==> config.mk <==
export PLATFORM = sky130hd
export DESIGN_NAME = seq_pattern_tx
export DESIGN_NICKNAME = d
export VERILOG_FILES = /design/src/rtl/seq_pattern_tx.sv
export SDC_FILE = /design/constraint.sdc
export NUM_CORES = 1
export LEC_CHECK = 0
export BUFFER_PORTS_ARGS = -buffer_cell sky130_fd_sc_hd__buf_2
export CAP_MARGIN = 5
export CORE_ASPECT_RATIO = 0.75
export CORE_MARGIN = 2
export CORE_UTILIZATION = 61
export CTS_CLUSTER_DIAMETER = 40
export CTS_CLUSTER_SIZE = 14
export DETAILED_ROUTE_END_ITERATION = 8
export PLACE_DENSITY = 0.86
export SLEW_MARGIN = 25
export SYNTH_ARGS = -nofsm -noshare
export SYNTH_HDL_FRONTEND = slang
export SYNTH_SLANG_ARGS = --single-unit
==> constraint.sdc <==
create_clock -name clock -period 4 [get_ports clock]
set_input_delay 0.8 -clock clock [delete_from_list [all_inputs] [get_ports clock]]
set_output_delay 0.8 -clock clock [all_outputs]
set_load 0.03 [all_outputs]
==> src/rtl/seq_pattern_tx.sv <==
// Bit-serial pattern source: shifts a captured pattern out MSB-first, with optional repeats and idle gaps.
// First bit appears one cycle after start; all outputs are registered. There is no backpressure, one bit per clock.
module seq_pattern_tx #(
  parameter int   MAX_LEN  = 8,
  parameter int   LEN_W    = 4,
  parameter int   CNT_W    = 4,
  parameter logic IDLE_BIT = 1'b0
) (
  input  logic               clock,
  input  logic               reset,
  input  logic               start,
  input  logic               abort,
  input  logic [MAX_LEN-1:0] pattern,
  input  logic [LEN_W-1:0]   pat_len,
  input  logic [CNT_W-1:0]   repeat_cnt,
  input  logic [CNT_W-1:0]   gap_len,
  output logic               o,
  output logic               o_valid,
  output logic               frame_end,
  output logic               busy,
  output logic               done
);

  localparam int IDX_W = (MAX_LEN > 1) ? $clog2(MAX_LEN) : 1;

  localparam logic [1:0] S_IDLE = 2'd0;
  localparam logic [1:0] S_SEND = 2'd1;
  localparam logic [1:0] S_GAP  = 2'd2;
  localparam logic [1:0] S_DONE = 2'd3;

  logic [1:0]         state, n_state;
  logic [MAX_LEN-1:0] sh_pat, n_pat;
  logic [LEN_W-1:0]   sh_len, n_len;
  logic [CNT_W-1:0]   sh_gap, n_gap;
  logic [CNT_W-1:0]   frame_cnt, n_frame;
  logic [CNT_W-1:0]   gap_cnt, n_gap_cnt;
  logic [IDX_W-1:0]   bit_idx, n_idx;
  logic [LEN_W-1:0]   len_clamped;
  logic [IDX_W-1:0]   last_idx;

  assign len_clamped = (pat_len > LEN_W'(MAX_LEN)) ? LEN_W'(MAX_LEN) : pat_len;
  assign last_idx    = IDX_W'(sh_len - LEN_W'(1));

  always_comb begin
    n_state   = state;
    n_pat     = sh_pat;
    n_len     = sh_len;
    n_gap     = sh_gap;
    n_frame   = frame_cnt;
    n_gap_cnt = gap_cnt;
    n_idx     = bit_idx;
    case (state)
      S_IDLE: begin
        if (start) begin
          n_pat   = pattern;
          n_len   = len_clamped;
          n_gap   = gap_len;
          n_frame = repeat_cnt;
          if (len_clamped == '0) begin
            n_state = S_DONE;
          end else begin
            n_state = S_SEND;
            n_idx   = IDX_W'(len_clamped - LEN_W'(1));
          end
        end
      end
      S_SEND: begin
        if (abort) begin
          n_state = S_IDLE;
        end else if (bit_idx == '0) begin
          if (frame_cnt != '0) begin
            n_frame = frame_cnt - CNT_W'(1);
            if (sh_gap != '0) begin
              n_state   = S_GAP;
              n_gap_cnt = sh_gap;
            end else begin
              n_idx = last_idx;
            end
          end else begin
            n_state = S_DONE;
          end
        end else begin
          n_idx = bit_idx - IDX_W'(1);
        end
      end
      S_GAP: begin
        if (abort) begin
          n_state = S_IDLE;
        end else if (gap_cnt <= CNT_W'(1)) begin
          n_state = S_SEND;
          n_idx   = last_idx;
        end else begin
          n_gap_cnt = gap_cnt - CNT_W'(1);
        end
      end
      default: n_state = S_IDLE;
    endcase
  end

  // Outputs are registered from the next-state view so the first bit lands one cycle after start.
  always_ff @(posedge clock) begin
    if (reset) begin
      state     <= S_IDLE;
      sh_pat    <= '0;
      sh_len    <= '0;
      sh_gap    <= '0;
      frame_cnt <= '0;
      gap_cnt   <= '0;
      bit_idx   <= '0;
      o         <= IDLE_BIT;
      o_valid   <= 1'b0;
      frame_end <= 1'b0;
      busy      <= 1'b0;
      done      <= 1'b0;
    end else begin
      state     <= n_state;
      sh_pat    <= n_pat;
      sh_len    <= n_len;
      sh_gap    <= n_gap;
      frame_cnt <= n_frame;
      gap_cnt   <= n_gap_cnt;
      bit_idx   <= n_idx;
      o         <= (n_state == S_SEND) ? n_pat[n_idx] : IDLE_BIT;
      o_valid   <= (n_state == S_SEND);
      frame_end <= (n_state == S_SEND) && (n_idx == '0);
      busy      <= (n_state != S_IDLE);
      done      <= (n_state == S_DONE);
    end
  end

endmodule
# ---- Yosys cells after proc, flatten, opt, wreduce, memory -nomap -nowiden
# Index checks and enable logic that the tools add are counted.
dict set report classes {
  add_sub_neg 5
  n_lt_le_gt_ge 3
  n_eq_ne 11
  muxes 35
  bitwise 1
  n_reduce_logical 14
}
# cell count
set ops {}
lappend ops {{two-way mux 4 bit} 11}
lappend ops {{two-way mux 3 bit} 8}
lappend ops {{two-way mux 2 bit} 8}
lappend ops {{two-way mux 8 bit} 2}
lappend ops {{case mux 4 bit (2 select lines)} 2}
lappend ops {{inequality test 2 bit, second input constant} 7}
lappend ops {{case mux 3 bit (3 select lines)} 1}
lappend ops {{subtractor 3 x 1 -> 3 bit, second input constant} 3}
lappend ops {{nonzero test 4 bit} 2}
lappend ops {{subtractor 4 x 1 -> 4 bit, second input constant} 2}
lappend ops {{AND reduction 7 bit} 1}
lappend ops {{zero test 3 bit} 2}
lappend ops {{case mux 2 bit (3 select lines)} 1}
lappend ops {{nonzero test 2 bit} 3}
lappend ops {{AND reduction 5 bit} 1}
lappend ops {{equality test 2 x 1 -> 1 bit, second input constant} 2}
lappend ops {{equality test 2 bit, second input constant} 2}
lappend ops {{greater-than comparator 4 bit, second input constant} 1}
lappend ops {{less-or-equal comparator 4 x 1 -> 1 bit, second input constant} 1}
lappend ops {{zero test 4 bit} 1}
lappend ops {{less-than comparator 3 x 4 -> 1 bit, second input constant} 1}
lappend ops {{binary-select mux 1 bit (select 3 bit)} 1}
lappend ops {{zero test 2 bit} 1}
lappend ops {{AND reduction 2 bit} 1}
lappend ops {{4 further kinds} 4}
dict set report word_totals {
  regBits 33
  in_bits 24
  output_inout_bits 5
  wordCells 81
}

# ---- Logic depth before layout (Yosys ltp)
# Gate-level depths: netlist of run 1.
dict set report depth {
  depth_word 9
  depth_mapped 12
}

# ---- Worst setup path before layout of run 1
# Ideal clock, no wire load.
dict set report synth_timing {
  kind {input -> register}
  startpoint {input port pat_len[3]}
  endpoint {register o}
  setup_ns 0.120
  arrival_ns 2.740
  required_time_ns 3.880
  path_slack_ns 1.140
  stages 10
  cell_sequence {nand2b_1 -> ha_1 -> o21bai_1 -> a21oi_1 -> o221a_2 -> o31ai_1 -> nand2_1 -> o32ai_1 -> a211o_1 -> o22ai_2}
}
dict set report synth_between {
  elab_chain_len 9
  elab_cells_between_ends 15
}
# element line
set synth_rtl {}
lappend synth_rtl {{start: declaration} 14} ;# input logic [LEN_W-1:0] pat_len,
lappend synth_rtl {{greater-than comparator 4 bit} 41} ;# assign len_clamped = (pat_len > LEN_W'(MAX_LEN)) ? LEN_W'(MAX_LEN) : pat_len;
lappend synth_rtl {{two-way mux 4 bit *} 41}
lappend synth_rtl {{parallel branches: the longest is 7 deep, another holds subtractor 3 x 1 -> 3 bit} --}
lappend synth_rtl {{end signal: assignment} 123} ;# o <= (n_state == S_SEND) ? n_pat[n_idx] : IDLE_BIT;
lappend synth_rtl {{end: declaration} 17} ;# output logic o,
# Mark *: on every way between the ends. The select of a mux whose other input is x is not followed.
# A chain may end at the register's enable or synchronous reset.

# ---- Final worst setup path of run 1
# Ends and elaborated chain as after synthesis.

==> impl_metrics.yaml, run 1 <==
synth:
  synthXorXnorAreaFrac_pct: 0.433
  synth_top_family_by_area: "simple AND/OR/NAND/NOR gates"
  synthMuxAreaShare_pct: 5.57
  synth_edf_count: 0
  synth_top_area_cell: "dfxtp_1"
  synth_fa_ha_area_share_pct: 4.95
  async_flop_share_pct: 0
  ys.flop_type: "dfxtp_1"
  synth_area_leaders: "dfxtp_1, nand2_1, a21oi_1"
  synth_cell_types: 53
  synth_top_area_share_pct: 32.7
  synth-compound-area-share_pct: 23.6
  synth_area_um2: 2020
  syn_avg_cell_area_um2: 7.83
  synthCells: 258
  ys.warnings.count: 0
  syn_nets: 290
  seq_area_frac_synth_pct: 32.7
  synthSimpleGateAreaFrac_pct: 26.4
  ys_ff_latch: 33
timing:
  rsz0062_at_grt: "no"
  drv_slew: 0
  hold_violations: 0
  clock_skew_ns: 0.00478
  slew_headroom_pct: 51.3
  fmax_mhz: 326
  min_period_ns: 3.07
  tightest_slew_ns: 0.724
  setup_violations: 0
  fin_tns_setup_ns: 0
  layout_worst_path_cycle_share_pct: 76.7
power_and_ir_drop:
  pwr-share-seq_pct: 37.8
  powerDensity_nw_per_um2: 451
  pwr-share-comb_pct: 30.3
  p_int_uw: 691
  power.switching_uw: 330
  switching_share_pct: 32.3
  ir_drop_mv: 0.258
  p_leak_nw: 0.953
  p_clk_share_pct: 31.8
  power_mw: 1.02
final_layout:
  antennaDiodeCount: 0
  stdcell_count: 324
  seq_area_um2: 661
  multi_input_area_um2: 1230
  area_growth_syn_to_layout_pct: 12.0
  nets: 315
  postLayoutCoreUtil_pct: 70.3
  drive_gt1_share_pct: 18.3
  fillers: 278
floorplan:
  die_area_um2: 3790
  die_h_um: 53.8
  coreArea_um2: 3220
  start_util_pct: 62.7
  die_x_um: 70.5
  pin_count: 29
  placementRows: 18
cts:
  cts_tree: "built"
  cts_buffers: 5
  cts_setup_buffers: 0
  cts_hold_buf: 0
  clock_latency_ns: 0.28
  cts_root_buffer: "clkbuf_8"
  cts_resized: 0
  clk_pin_slew_worst_paths_ns: 0.07
  cts_htree_levels: 2
  numClockSinks: 33
  ctsLongestPathBuffers: 2
place:
  place.detailed.hpwl_mm: 3.18
  gp_congestion: 0.893
  dpl.cell_count: 316
  numPortBuffers: 28
route:
  vias: 1898
  drtIter0Drc: 132
  dr.pass1.iters: 5
  wl_mm: 4.52
  ant_nets: 0
  drc: 0
  wire_per_inst_um: 14.0
  viasPerCell: 5.86
critical_path:
  worstPathCellList: "buf_2 > nand2b_1 > ha_1 > nor2b_1 > nor3b_1 > o31ai_1 > o221ai_2 > and2_2 > o21ai_0 > a211o_1 > o22ai_2"
  cp_slowest_cell: "o221ai_2"
  required_ns: 4.21
  critPathMaxStageDelay_ns: 0.52
  cp-end-kind: "flip-flop"
  worstPathMaxFanout: 12
  critPathBufInv: 1
  worstSetupPathType: "in2reg"
  path_delay_family: "compound AO/OA/AOI/OAI gates"
  arrival_ns: 3.28
  cp-start-kind: "input pin"
flow_run:
  maxCapViolations: 0
global_route:
  grt_max_degree: 29
  grt_use_total_pct: 25.2
  grt_pass1_wl_mm: 7.58
  first_global_vias: 1728
  antenna_found_initial: 0
  grt-ovfl-total: 0
min_path:
  hold_class: "reg2reg"
status:
  status: "finished, final reports clean"
## routing by layer
metal | track usage (%) | up-vias | share of wire (%)
li1 | - | 958 | -
met1 | 33.4 | 861 | 48
met2 | 42.1 | 73 | 43
met3 | 6.18 | 6 | 7.9
met4 | 6.41 | 0 | 1.1
met5 | 0 | - | 0
## placed cells by master, fill, tap and decap left out, types with 2 or more instances in the layout
master	synthesis	final
nand2_1	40	40
dfxtp_1	33	33
nor2_1	32	32
buf_2	0	28
a21oi_1	26	26
inv_1	14	14
o21ai_0	12	12
mux2i_1	9	9
ha_1	8	8
clkbuf_8	1	6
nand2b_1	5	5
a22oi_1	5	5
nor3_1	4	4
a22o_1	4	4
nor2b_1	3	3
o31ai_1	3	3
nand3_1	3	3
nor3_2	2	2
nor3b_1	2	2
or2b_1	2	2
a211oi_1	2	2
a311o_1	2	2
and2_2	2	2
a211o_2	2	2
o32ai_1	2	2
a211o_1	2	2
o22ai_1	2	2
nand3b_1	2	2
mux2_2	2	2
## cells in the mapped netlist (2+ instances only)
| cell type | count |
|---|---|
| nand2_1 | 40 |
| dfxtp_1 | 33 |
| nor2_1 | 32 |
| a21oi_1 | 26 |
| inv_1 | 14 |
| o21ai_0 | 12 |
| mux2i_1 | 9 |
| ha_1 | 8 |
| clkbuf_1 | 6 |
| a22oi_1 | 5 |
| nand2b_1 | 5 |
| a22o_1 | 4 |
| nor3_1 | 4 |
| buf_6 | 3 |
| nand3_1 | 3 |
| nor2b_1 | 3 |
| o31ai_1 | 3 |
| a211o_1 | 2 |
| a211o_2 | 2 |
| a211oi_1 | 2 |
| a311o_1 | 2 |
| and2_2 | 2 |
| mux2_2 | 2 |
| nand3b_1 | 2 |
| nor3_2 | 2 |
| nor3b_1 | 2 |
| o22ai_1 | 2 |
| o32ai_1 | 2 |
| or2b_1 | 2 |
## flip-flops by register name, indices dropped and copies added (netlist names)
name	count
bit_idx	3
busy	1
done	1
frame_cnt	4
frame_end	1
gap_cnt	4
o	1
o_valid	1
sh_gap	4
sh_len	3
sh_pat	8
state	2
## layout make-up
type | count | share of cell area, %
Clock buffer | 6 | 3.65
Tap cell | 40 | 2.21
Multi-Input combinational cell | 200 | 54.4
Clock inverter | 2 | 1.66
Timing Repair Buffer | 29 | 6.52
Inverter | 14 | 2.32
Sequential cell | 33 | 29.2
## stage by stage
stage | setup WS [ns] | area [µm²] | hold WS, ns
finish | 0.933 | 2260 | 0.456
global route | 0.725 | 2260 | 0.486
CTS | 0.996 | 2260 | 0.458
detailed placement | 0.755 | 2140 | 0.449
global placement | 0.807 | 2140 | 0.445
floorplan | 1.14 | 2020 | 0.436
## power by group through the flow
stage | clock [mW] | sequential [mW] | combinational, mW
global route | 0.344 | 0.389 | 0.347
finish | 0.325 | 0.386 | 0.310
CTS | 0.332 | 0.385 | 0.305
floorplan | 0 | 0.394 | 0.244
detailed placement | 0 | 0.392 | 0.301
global placement | 0 | 0.391 | 0.297
## kinds of logic (layout without fill, tap and decap cells)
kind of cell,Yosys count,after routing
and+or+nand+nor,109,109
adders and majority gates,8,8
buffers and inverters,25,51
AOI/OAI and AO/OA,71,71
muxes,11,11
xor gates and xnor gates,1,1
DFF,33,33
## tightest hold or removal path, stage by stage (launching register included)
cell and delay [ns]:
dfxtp_1 0.31, nand2_1 0.05, a21oi_1 0.05
## final timing paths
| path | from | slack (ns) | cells after the start | endpoint |
|---|---|---|---|---|
| worst max-delay path | pat_len[3] | 0.93 | 11 | o$_SDFF_PP0_ |
| worst min-delay path | sh_pat[1]$_SDFF_PP0_ | 0.46 | 2 | sh_pat[1]$_SDFF_PP0_ |
| worst max register to register | bit_idx[0]$_SDFF_PP0_ | 1.00 | 10 | o$_SDFF_PP0_ |
| worst min register to register | sh_pat[1]$_SDFF_PP0_ | 0.46 | 2 | sh_pat[1]$_SDFF_PP0_ |
(Power assumes the default switching activity.)
==> run 2: changes to the inputs <==
--- a/config.mk
+++ b/config.mk
@@ -5,15 +5,16 @@
 export SDC_FILE = /design/constraint.sdc
 export NUM_CORES = 1
 export LEC_CHECK = 0
+export ABC_AREA = 1
 export BUFFER_PORTS_ARGS = -buffer_cell sky130_fd_sc_hd__buf_2
 export CAP_MARGIN = 5
 export CORE_ASPECT_RATIO = 0.75
 export CORE_MARGIN = 2
-export CORE_UTILIZATION = 61
+export CORE_UTILIZATION = 51
 export CTS_CLUSTER_DIAMETER = 40
 export CTS_CLUSTER_SIZE = 14
 export DETAILED_ROUTE_END_ITERATION = 8
-export PLACE_DENSITY = 0.86
+export PLACE_DENSITY = 0.77
 export SLEW_MARGIN = 25
 export SYNTH_ARGS = -nofsm -noshare
 export SYNTH_HDL_FRONTEND = slang
==> constraint.sdc (replaced) <==
create_clock -name clock -period 2.8 [get_ports clock]
set_input_delay 0.56 -clock clock [delete_from_list [all_inputs] [get_ports clock]]
set_output_delay 0.56 -clock clock [all_outputs]
set_load 0.03 [all_outputs]
==> impl_metrics.yaml, run 2 <==
cts:
  cts_resized: 0
  cts_buffers: 5
  cts_setup_buffers: 0
  clk_pin_slew_worst_paths_ns: 0.07
  clock_latency_ns: 0.28
  cts_htree_levels: 2
  cts_hold_buf: 0
  ctsLongestPathBuffers: 2
  numClockSinks: 33
  cts_tree: "built"
  cts_root_buffer: "clkbuf_8"
synth:
  synthTopCellsByCount: "nand2_1, dfxtp_1, nor2_1"
  synth_top_area_share_pct: 33.8
  syn_nets: 302
  seq_area_frac_synth_pct: 33.8
  synth_top_area_cell: "dfxtp_1"
  ys.warnings.count: 0
  synthCells: 270
  synth_cell_types: 36
  synthSimpleGateAreaFrac_pct: 31.6
  async_flop_share_pct: 0
  synthXorXnorAreaFrac_pct: 2.24
  synth_area_leaders: "dfxtp_1, nand2_1, nor2_1"
  yosysMostFrequentCell: "nand2_1"
  synth_fa_ha_area_share_pct: 5.12
  ys.flop_type: "dfxtp_1"
  synth_edf_count: 0
  synth_top_family_by_area: "simple AND/OR/NAND/NOR gates"
  syn_avg_cell_area_um2: 7.24
  synth-compound-area-share_pct: 14.2
  synthMuxAreaShare_pct: 4.10
  ys_ff_latch: 33
  synth_area_um2: 1950
global_route:
  grt_use_total_pct: 20.1
  grt_max_degree: 20
  grt-ovfl-total: 0
  grt_pass1_wl_mm: 6.62
  first_global_vias: 1445
  antenna_found_initial: 0
route:
  wire_per_inst_um: 12.1
  viasPerCell: 5.18
  wl_met3_um: 347
  dr.pass1.iters: 5
  wl_met1_mm: 2.20
  drc: 0
  ant_nets: 0
  wl_mm: 4.24
  met2_length_mm: 1.67
  drtIter0Drc: 89
  vias: 1822
  top_layer: "met4"
floorplan:
  start_util_pct: 53.4
  die_x_um: 75.5
  placementRows: 19
  die_area_um2: 4350
  pin_count: 29
  coreArea_um2: 3660
  die_h_um: 57.6
timing:
  fin_tns_setup_ns: 0
  final.setup.worst_slack_ns: 0.689
  fmax_mhz: 474
  drv_slew: 0
  hold_violations: 0
  rsz0062_at_grt: "no"
  clock_skew_ns: 0.00339
  slew_headroom_pct: 72.9
  tightest_slew_ns: 0.407
  min_period_ns: 2.11
  setup_violations: 0
  layout_worst_path_cycle_share_pct: 75.4
power_and_ir_drop:
  p_int_uw: 853
  switching_share_pct: 37.1
  powerDensity_nw_per_um2: 616
  power.switching_uw: 504
  pwr-share-comb_pct: 34.0
  ir_drop_mv: 0.294
  p_leak_nw: 1.05
  pwr-share-seq_pct: 40.4
  power_mw: 1.36
  p_clk_share_pct: 25.6
place:
  gp_congestion: 0.941
  place.detailed.hpwl_mm: 3.13
  dp_slack_ns: 0.407
  dpl_cell_area_um2: 2120
  numPortBuffers: 28
critical_path:
  worstPathCellList: "buf_2 > nor2_1 > nand2_1 > nand2_1 > nand2_1 > ha_1 > nand3_1 > nand2_1 > nand2_1 > nand2_1 > nor2_1 > nor2_4 > nand3_4 > nand2_1 > nand3_1 > nand2_1 > nor2_1 > nor2_1"
  cp_slowest_cell: "ha_1"
  arrival_ns: 2.29
  cp-end-kind: "flip-flop"
  required_ns: 2.98
  critPathMaxStageDelay_ns: 0.22
  critPathMostFrequentCell: "nand2_1"
  worstSetupPathType: "in2reg"
  cp-start-kind: "input pin"
  worstPathMaxFanout: 6
status:
  status: "finished, final reports clean"
final_layout:
  final_common_cell: "nand2_1"
  largest_reg_flops: 8
  nets: 331
  antennaDiodeCount: 0
  fillers: 359
  layout_common_cells: "nand2_1, dfxtp_1, nor2_1, buf_2, inv_1"
  top_register: "sh_pat"
  drive_gt1_share_pct: 21.7
  final_area_um2: 2200
  area_growth_syn_to_layout_pct: 12.7
flow_run:
  maxCapViolations: 0
min_path:
  hold_class: "reg2reg"
## run 2: cells by family after synthesis
group	count (synthesis)
compound gates	48
fa+ha+maj	8
mux	8
simple gates	127
buf+inv	41
xor+xnor	5
flops	33
## run 2: layout make-up
type	instances	area [µm²]	share of cell area, %
tap	52	65.1	2.95
multi-input combinational	196	1120	50.8
inverter	35	131	5.97
clock buffer	5	68.8	3.13
clock inverter	3	17.5	0.795
timing repair buffer	28	140	6.36
sequential	33	661	30.0
## run 2: path summary, 6_finish.rpt
check,end,slack (ns),cells past startpoint,startpoint
hold reg to reg,sh_gap[0]$_SDFFE_PP0P_,0.48,2,sh_gap[0]$_SDFFE_PP0P_
setup / recovery,o$_SDFF_PP0_,0.69,18,pat_len[1]
hold / removal,sh_gap[0]$_SDFFE_PP0P_,0.48,2,sh_gap[0]$_SDFFE_PP0P_
setup reg to reg,o$_SDFF_PP0_,0.89,13,gap_cnt[0]$_SDFFE_PP0P_
## run 2: layer usage
layer | GRT usage [%] | up-vias
li1 | - | 946
met1 | 31.4 | 806
met2 | 27.5 | 68
met3 | 5.39 | 2
met4 | 4.51 | 0
met5 | 0 | -
## run 2: worst max-delay path, delay by kind of cell
family,cells,cell delay [ns]
buffers and inverters,1,0.10
AND/OR/NAND/NOR,16,1.39
adder cells (fa/ha/maj),1,0.22
## run 2: power groups by stage
stage / Clock (mW) / Sequential [mW] / Combinational, mW
floorplan: 0 / 0.567 / 0.350
global placement: 0 / 0.557 / 0.447
detailed placement: 0 / 0.558 / 0.452
CTS: 0.353 / 0.548 / 0.456
global route: 0.371 / 0.554 / 0.510
finish: 0.348 / 0.548 / 0.461
## run 2: per-stage QoR
step,std cells,hold WS (ns),utilization [%]
after global placement,344,0.458,57.8
after detailed placement,344,0.461,57.8
after floorplan,270,0.437,-
final,352,0.476,60.2
after global routing,352,0.488,60.2
after CTS,352,0.477,60.2
==> run 3: changes to the inputs <==
--- a/config.mk
+++ b/config.mk
@@ -5,16 +5,16 @@
 export SDC_FILE = /design/constraint.sdc
 export NUM_CORES = 1
 export LEC_CHECK = 0
-export ABC_AREA = 1
+export ABC_AREA = 0
 export BUFFER_PORTS_ARGS = -buffer_cell sky130_fd_sc_hd__buf_2
 export CAP_MARGIN = 5
 export CORE_ASPECT_RATIO = 0.75
 export CORE_MARGIN = 2
-export CORE_UTILIZATION = 51
+export CORE_UTILIZATION = 57
 export CTS_CLUSTER_DIAMETER = 40
 export CTS_CLUSTER_SIZE = 14
 export DETAILED_ROUTE_END_ITERATION = 8
-export PLACE_DENSITY = 0.77
+export PLACE_DENSITY = 0.81
 export SLEW_MARGIN = 25
 export SYNTH_ARGS = -nofsm -noshare
 export SYNTH_HDL_FRONTEND = slang
==> constraint.sdc (replaced) <==
create_clock -name clock -period 2 [get_ports clock]
set_input_delay 0.4 -clock clock [delete_from_list [all_inputs] [get_ports clock]]
set_output_delay 0.4 -clock clock [all_outputs]
set_load 0.03 [all_outputs]
==> impl_metrics.yaml, run 3 (synthesized netlist as in run 1, its figures left out) <==
status:
  status: "finished with violations"
  violations: "setup timing"
place:
  dpl.cell_count: 372
  dp_slack_ns: -0.798
  place.detailed.hpwl_mm: 4.29
  dpl_cell_area_um2: 2630
  numPortBuffers: 28
  gp_congestion: 0.964
final_layout:
  layout_common_cells: "buf_4, nand2_1, buf_2, nor2_1, a21oi_1"
  area_growth_syn_to_layout_pct: 47.7
  top_register: "sh_pat"
  stdcell_count: 390
  final_area_um2: 2990
  antennaDiodeCount: 0
  final_common_cell: "buf_4"
  drive_gt1_share_pct: 45.1
  nets: 381
  largest_reg_flops: 8
  postLayoutCoreUtil_pct: 89.6
timing:
  fin_tns_setup_ns: -1.32
  setup_violations: 8
  fmax_mhz: 369
  hold_violations: 0
  final.setup.worst_slack_ns: -0.708
  clock_skew_ns: 0.00590
  drv_slew: 0
  layout_worst_path_cycle_share_pct: 135
  slew_headroom_pct: 68.2
  hold_slack_ns: 0.349
  tightest_slew_ns: 0.475
  rsz0062_at_grt: "yes"
  min_period_ns: 2.71
route:
  wl_mm: 7.72
  viasPerCell: 6.52
  ant_nets: 0
  drc: 0
  vias: 2542
  dr.pass1.iters: 6
  wire_per_inst_um: 19.8
  drtIter0Drc: 326
power_and_ir_drop:
  ir_drop_mv: 0.695
  p_leak_nw: 1.33
  power_mw: 2.59
  powerDensity_nw_per_um2: 866
global_route:
  grt_max_degree: 28
  antenna_found_initial: 0
  grt-ovfl-total: 0
  grt_use_total_pct: 32.6
  first_global_vias: 2200
  grt_pass1_wl_mm: 10.2
critical_path:
  worstSetupPathType: "reg2reg"
  r2r_start: "bit_idx[0]$_SDFF_PP0_"
  cp_slowest_cell: "dfxtp_4"
  arrival_ns: 2.89
  worstPathCellList: "inv_2 > buf_4 > ha_1 > nor2b_1 > mux2i_1 > a21oi_1 > o31ai_2 > buf_4 > nand2_1 > o21ai_0 > a211o_1 > o22ai_2"
  critPathMaxStageDelay_ns: 0.36
  reg2regPathDepth: 12
  required_ns: 2.18
  cp-end-kind: "flip-flop"
  r2r_setup_slack_ns: -0.71
  cp-start-kind: "flip-flop"
  r2r_end: "o$_SDFF_PP0_"
  critPathMostFrequentCell: "buf_4"
  worstPathMaxFanout: 7
cts:
  cts_root_buffer: "clkbuf_8"
  cts_htree_levels: 2
  clock_latency_ns: 0.29
  cts_tree: "built"
  clk_pin_slew_worst_paths_ns: 0.07
  numClockSinks: 33
  cts_buffers: 5
  ctsLongestPathBuffers: 2
  cts_hold_buf: 0
floorplan:
  coreArea_um2: 3330
  placementRows: 18
  pin_count: 29
  die_area_um2: 4040
  die_h_um: 55.6
  die_x_um: 72.8
  start_util_pct: 60.6
min_path:
  hold_end: "sh_gap[2]$_SDFFE_PP0P_"
  hold_start: "gap_len[2]"
  holdPathStages: 3
  hold_class: "in2reg"
flow_run:
  maxCapViolations: 0
## run 3: cell count changes in the layout (fill, tap and decap cells not counted), moves of 6 or more
cell | previous run | this run
a21oi_1 | 15 | 25
buf_4 | 0 | 57
buf_6 | 0 | 9
dfxtp_1 | 33 | 24
dfxtp_2 | 0 | 8
inv_1 | 25 | 8
nand2_1 | 52 | 39
nand3_1 | 16 | 3
nand4_1 | 7 | 1
## run 3: worst max-delay path, delay by kind of cell (launching register included)
family,cells,cell delay [ns]
AO/OA/AOI/OAI,5,0.98
buffers and inverters,3,0.40
AND/OR/NAND/NOR,2,0.38
flip-flops,1,0.36
multiplexers,1,0.31
adder cells (fa/ha/maj),1,0.17
## run 3: where the power goes
part | switching [mW] | total [mW] | internal [mW]
clock | 0.270 | 0.675 | 0.405
combinational | 0.589 | 1.15 | 0.556
sequential | 0.0437 | 0.765 | 0.721
total | 0.903 | 2.59 | 1.68
## run 3: cell type report
class                      instances  area, µm²
clock buffer                       6       82.6
clock inverter                     2       37.5
fill                             143        348
inverter                          14       52.6
multi-input combinational        200       1400
sequential                        33        674
tap                               40       50.0
timing repair buffer              95        689
## run 3: how the worst max path moves through the flow
stage	start	endpoint	cells after the start
5_1_grt	bit_idx[1]$_SDFF_PP0_	o$_SDFF_PP0_	12
3_5_place_dp	pat_len[3]	o$_SDFF_PP0_	11
4_1_cts	frame_cnt[0]$_SDFFE_PP0P_	o$_SDFF_PP0_	11
3_3_place_gp	pat_len[3]	o$_SDFF_PP0_	11
2_1_floorplan	frame_cnt[0]$_SDFFE_PP0P_	o$_SDFF_PP0_	11
6_report	bit_idx[0]$_SDFF_PP0_	o$_SDFF_PP0_	12
## run 3: repair_timing
| item | in CTS | in global routing |
|---|---|---|
| endpoints found under the setup margin | 12 | 18 |
| buffers inserted | 2 | 9 |
| pin swaps | 2 | 10 |
| gates resized for setup | 8 | 34 |
## run 3: layer usage
metal / GRT usage [%] / up-vias / share of wire [%]
li1: - / 1098 / -
met1: 43.2 / 1159 / 39
met2: 52.2 / 215 / 44
met3: 7.12 / 70 / 11
met4: 11.1 / 0 / 6.7
met5: 0 / - / 0
